<file path="src/rtl/register_hash_32_if.sv">
// Purpose: data/Q bundle for one SHA-256 hash-word accumulator.
// Latency: n/a (signal bundle only).
// Backpressure: none; data is consumed on every rising clk edge.
//
// Signals:
//   data : 32-bit word added to the stored hash word on each rising edge
//   Q    : current stored hash word, driven straight from the register
//
// Modports:
//   master : the compression-stage side; drives data, observes Q
//   slave  : the accumulator; consumes data, drives Q
interface register_hash_32_if;
    logic [31:0] data;
    logic [31:0] Q;

    modport master (output data, input  Q);
    modport slave  (input  data, output Q);
endinterface

</file>
<file path="src/rtl/register_hash_32.sv">
// Purpose: 32-bit accumulating hash-word register, Q <= Q + data (mod 2^32).
// Latency: one cycle; Q reflects data sampled at edge n immediately after edge n.
// Backpressure: none; the word is added on every rising edge, data = 0 holds.
//
// Ports:
//   clk   : system clock, all state updates on its rising edge
//   reset : asynchronous, active-high; forces Q to INIT without waiting for clk
//   hif   : slave side of register_hash_32_if (data in, Q out)
//
// Parameter:
//   INIT  : reset value of Q; an H0..H7 instance may load its SHA-256 initial
//           hash constant here instead of zero.
module register_hash_32 #(
    parameter logic [31:0] INIT = 32'h0000_0000
) (
    input  logic               clk,
    input  logic               reset,
    register_hash_32_if.slave  hif
);

    logic [31:0] acc_q;
    logic [31:0] acc_sum;

    // Plain unsigned add; the carry out of bit 31 is dropped by the width,
    // which is exactly the modulo-2^32 wrap the hash update needs.
    assign acc_sum = acc_q + hif.data;

    always_ff @(posedge clk or posedge reset) begin
        if (reset) begin
            acc_q <= INIT;
        end else begin
            acc_q <= acc_sum;
        end
    end

    // Q comes straight from the flop: no combinational path from data to Q.
    assign hif.Q = acc_q;

endmodule

</file>
<file path="src/flat_wrapper.sv">
// flat-port wrapper written by rule: the top's interface ports become plain ports
module register_hash_32_flat 
#(
    parameter logic [31:0] INIT = 32'h0000_0000
)
  (clk, reset, hif_data, hif_Q);
  register_hash_32_if hif_i ();
  input  logic clk;
  input  logic reset;
  input wire logic [$bits(hif_i.data)-1:0] hif_data;
  output wire logic [$bits(hif_i.Q)-1:0] hif_Q;
  assign hif_i.data = hif_data;
  assign hif_Q = hif_i.Q;
  register_hash_32 #(.INIT(INIT)) u_core (.clk(clk), .reset(reset), .hif(hif_i));
endmodule
</file>
<file path="config.mk">
export PLATFORM = sky130hd
export DESIGN_NAME = register_hash_32_flat
export DESIGN_NICKNAME = d
export VERILOG_FILES = /design/src/rtl/register_hash_32_if.sv /design/src/rtl/register_hash_32.sv /design/src/flat_wrapper.sv
export SDC_FILE = /design/constraint.sdc
export NUM_CORES = 1
export LEC_CHECK = 0
export CORE_MARGIN = 5
export CORE_UTILIZATION = 46
export CTS_BUF_LIST = sky130_fd_sc_hd__clkbuf_8
export DETAILED_ROUTE_END_ITERATION = 10
export GPL_TIMING_DRIVEN = 0
export MAX_ROUTING_LAYER = met4
export PLACE_DENSITY = 0.81
export SYNTH_ARGS = -nofsm -noshare
export SYNTH_HDL_FRONTEND = slang
export SYNTH_SLANG_ARGS = --single-unit
</file>
<file path="constraint.sdc">
create_clock -name clk -period 3.6 [get_ports clk]
set_input_delay 0.54 -clock clk [delete_from_list [all_inputs] [get_ports clk]]
set_output_delay 0.54 -clock clk [all_outputs]
set_load 0.01 [all_outputs]
</file>
==> PnR_summary.wiki <==
{| class="wikitable"
! Metric !! Value
|-
| HPWL after DPL || 5510 microns
|-
| Most area-hungry cell type in the Yosys netlist || sky130_fd_sc_hd__dfrtp_1
|-
| Number of warnings printed during yosys synthesis || 0
|-
| Nature of the critical path endpoint || flop
|-
| Worst supply voltage drop on vdd || 0.000433 V
|-
| GRT Util Overall || 19.4%
|-
| Flop pwr share || 18.9%
|-
| Switching pwr || 1.60 mW
|-
| Result of the run || finished clean
|-
| Routing usage on met2 || 30.4%
|-
| Clock insertion delay at the later pin of the skew report || 0.29 ns
|-
| Share of final-layout standard cells stronger than drive strength 1 || 7.09%
|-
| DRC violations left || 0
|-
| Ys async rst share || 100%
|-
| Max-Slew Margin vs Limit || 52.4%
|-
| Clock tree from TritonCTS || yes
|-
| Part of the Yosys area used for sequential elements || 28.1%
|-
| Post-layout nets || 446
|-
| Number of setup buffers added after CTS || 0
|-
| Fin Setup TNS || 0 ns
|-
| Peak per-stage delay on the critical path || 0.52 ns
|-
| Vias || 2610
|-
| Wire length of the first global-routing pass || 11700 microns
|-
| Buffer cell driving the clock tree root || sky130_fd_sc_hd__clkbuf_8
|-
| Largest cells by area after synthesis || sky130_fd_sc_hd__dfrtp_1, sky130_fd_sc_hd__ha_1, sky130_fd_sc_hd__a21oi_1
|-
| Critical Path Source Type || input pin
|-
| Number of violations of the max-capacitance limit || 0
|-
| Met3 routing resource usage after global routing || 2.61%
|-
| Routability Congestion || 0.871
|-
| Worst EP arrival || 3.18 ns
|-
| Maximum number of pins on one net before global-route repair || 33
|-
| Setup Skew || 0.00747 ns
|-
| Ratio of routed vias to standard cells || 5.72
|-
| Fraction of post-synthesis cell area in the top cell type by area || 28.1%
|-
| Final setup fails || 0
|-
| Proportion of power drawn by combinational gates || 71.6%
|-
| Biggest registers after layout || u_core.hif.Q (32)
|-
| FILL cells || 530
|-
| Timing-limited maximum frequency || 338 MHz
|-
| Total power density per cell area || 977 mW/mm^2
|-
| Main synth FF type || sky130_fd_sc_hd__dfrtp_1
|-
| Worst-margin pin slew || 0.713 ns
|-
| Drt wl/cell || 15.5 microns
|-
| Count of H-tree levels built during CTS || 2
|-
| Final critical-path setup slack || 0.643 ns
|-
| Required time of the critical path || 3.83 ns
|-
| Clk buf depth || 2
|-
| GRT busiest layer || met2
|-
| Total internal power || 2.02 mW
|-
| Total of cells resized after clock tree synthesis || 0
|-
| Crit path kind || input pin to flop
|-
| Count of final hold-check violations || 0
|-
| Antenna violations before repair || 0
|-
| Iteration-0 DRC Markers || 127
|-
| Number of flip-flops in the largest register || 32
|-
| Max Slew Vio Count || 0
|-
| Switching share of power || 44.3%
|-
| Leakage || 1.62 nW
|-
| Hold Crit Depth || 1
|-
| Global-route congestion overflow total || 0
|-
| Die Footprint || 0.00787 sq mm
|-
| Synthesized area per cell || 9.25 sq um
|-
| Unrepaired setup endpoints after global routing || no
|-
| Fin crit share || 82.2%
|-
| Synth-to-Final Area Change || 29.9%
|-
| Placement Rows || 28
|-
| Diodes inserted || 0
|-
| Number of I/O pins || 66
|-
| Initial Utilization || 47.9%
|-
| Count of flip-flops with a built-in enable after synthesis || 0
|-
| Vias in the first global route || 2537
|-
| Place WS || 0.362 ns
|-
| Antenna-violating nets left || 0
|-
| Max Fanout on Critical Path || 4
|-
| Top library cells by usage in the layout, fill and taps aside || sky130_fd_sc_hd__clkdlybuf4s50_1, sky130_fd_sc_hd__dfrtp_1, sky130_fd_sc_hd__ha_1
|-
| Port-buffer cells || 65
|-
| Worst hold-check path type || flop to flop
|-
| Post-Synthesis Cells || 308
|-
| Min Tclk post-route || 2.96 ns
|-
| Relative contribution of the clock network to total power || 9.6%
|-
| Total iterations of the first detailed-routing run || 5
|-
| Most common cell after layout, fill and taps aside || sky130_fd_sc_hd__clkdlybuf4s50_1
|-
| Synth unique cells || 67
|-
| Number of hold-repair buffers added at the cts stage || 0
|-
| Number of clock sinks || 32
|-
| Clock buffers created by TritonCTS || 5
|-
| Die X-Extent || 88.7 microns
|-
| Clock-pin slew on the worst setup and hold paths || 0.07 ns
|-
| Netlist area before placement || 0.00285 sq mm
|-
| Met1 demand-to-capacity share in global routing || 25.7%
|-
| Length in cells of the worst reg-to-reg path || 8
|-
| Most flop-heavy register || u_core.hif.Q
|-
| Final Routed Wirelength || 7080 microns
|-
| Floorplan core area || 0.00596 sq mm
|-
| Critical path cell sequence || clkdlybuf4s50_1 > ha_1 > fa_1 > a21o_1 > a311oi_1 > or4_4 > a2111oi_4 > or4_1 > nand3_1
|-
| Flop and latch count out of synthesis || 32
|-
| Die extent in y || 88.7 microns
|-
| Standard cell with the maximum stage delay on the critical path || sky130_fd_sc_hd__or4_1
|-
| Net count after synthesis || 374
|}
[synthesized netlist by cell type, types with 3 or more instances]
| cell | n |
|---|---|
| sky130_fd_sc_hd__and4_1 | 5 |
| sky130_fd_sc_hd__nor3_1 | 4 |
| sky130_fd_sc_hd__a21o_1 | 14 |
| sky130_fd_sc_hd__o21bai_1 | 3 |
| sky130_fd_sc_hd__a211oi_1 | 6 |
| sky130_fd_sc_hd__xnor2_1 | 13 |
| sky130_fd_sc_hd__mux2i_1 | 4 |
| sky130_fd_sc_hd__xor2_1 | 10 |
| sky130_fd_sc_hd__a21oi_1 | 28 |
| sky130_fd_sc_hd__o21a_2 | 3 |
| sky130_fd_sc_hd__nand3_1 | 8 |
| sky130_fd_sc_hd__nand2_1 | 20 |
| sky130_fd_sc_hd__inv_1 | 12 |
| sky130_fd_sc_hd__nor2b_1 | 3 |
| sky130_fd_sc_hd__o21ai_0 | 11 |
| sky130_fd_sc_hd__o21ai_1 | 3 |
| sky130_fd_sc_hd__ha_1 | 31 |
| sky130_fd_sc_hd__o211ai_1 | 5 |
| sky130_fd_sc_hd__a211o_1 | 3 |
| sky130_fd_sc_hd__nand4_1 | 5 |
| sky130_fd_sc_hd__nor2_1 | 20 |
| sky130_fd_sc_hd__nand2b_1 | 4 |
| sky130_fd_sc_hd__dfrtp_1 | 32 |
| sky130_fd_sc_hd__o21a_1 | 4 |
| sky130_fd_sc_hd__clkbuf_1 | 5 |
[routing by layer]
metal,vias up,wire (microns)
li1,1314,-
met1,1224,3270
met2,66,3350
met3,6,408
met4,0,53
met5,-,0
[logic make-up after synthesis]
group | count (synthesis) | share of synthesized area [%]
AO/OA/AOI/OAI | 107 | 27.6
XOR/XNOR | 23 | 7.07
adder cells (fa/ha/maj) | 32 | 14.3
buffers and inverters | 22 | 4.57
flip-flops | 32 | 28.1
multiplexers | 5 | 1.80
AND/OR/NAND/NOR | 87 | 16.6
[through the flow]
stage / cell area, sq um / total power, mW / hold slack (ns) / util [%] / instances
3_5_place_dp: 3590 / 3.24 / 0.494 / 60.4 / 448
2_1_floorplan: 2850 / 2.47 / 0.545 / - / 308
4_1_cts: 3700 / 3.63 / 0.511 / 62.2 / 456
3_3_place_gp: 3590 / 3.20 / 0.488 / 60.4 / 448
5_1_grt: 3700 / 3.93 / 0.524 / 62.2 / 456
6_report: 3700 / 3.62 / 0.509 / 62.2 / 456
[worst paths after layout]
path / slack [ns] / end / from
worst max-delay path: 0.64 / u_core.hif.Q[26]$_DFF_PP0_ / hif_data[0]
min in group asynchronous: 0.68 / u_core.hif.Q[10]$_DFF_PP0_ / reset
worst min register to register: 0.51 / u_core.hif.Q[0]$_DFF_PP0_ / u_core.hif.Q[0]$_DFF_PP0_
worst min-delay path: 0.51 / u_core.hif.Q[0]$_DFF_PP0_ / u_core.hif.Q[0]$_DFF_PP0_
worst max register to register: 0.90 / u_core.hif.Q[26]$_DFF_PP0_ / u_core.hif.Q[0]$_DFF_PP0_
max in group asynchronous: 2.45 / u_core.hif.Q[20]$_DFF_PP0_ / reset
[power by group through the flow]
stage	clock, mW	combinational [mW]	sequential, mW
floorplan	0	1.70	0.770
global route	0.371	2.85	0.709
CTS	0.358	2.58	0.686
finish	0.347	2.59	0.683
global placement	0	2.52	0.682
detailed placement	0	2.55	0.690
[final cells by class]
class | instances | area (sq um) | share of cell area, %
multi-input combinational | 254 | 1920 | 51.8
sequential | 32 | 801 | 21.6
timing repair buffer | 65 | 651 | 17.6
tap | 75 | 93.8 | 2.53
buffer | 10 | 85.1 | 2.30
clock buffer | 5 | 68.8 | 1.86
inverter | 12 | 45.0 | 1.22
clock inverter | 3 | 38.8 | 1.05
[worst max-delay path: cells and delay by family]
family / cells / cell delay [ns]
AND/OR/NAND/NOR: 3 / 0.84
AO/OA/AOI/OAI: 3 / 0.75
adder cells (fa/ha/maj): 2 / 0.66
buffers and inverters: 1 / 0.41
Note: power is estimated with default switching activity, not from simulation.
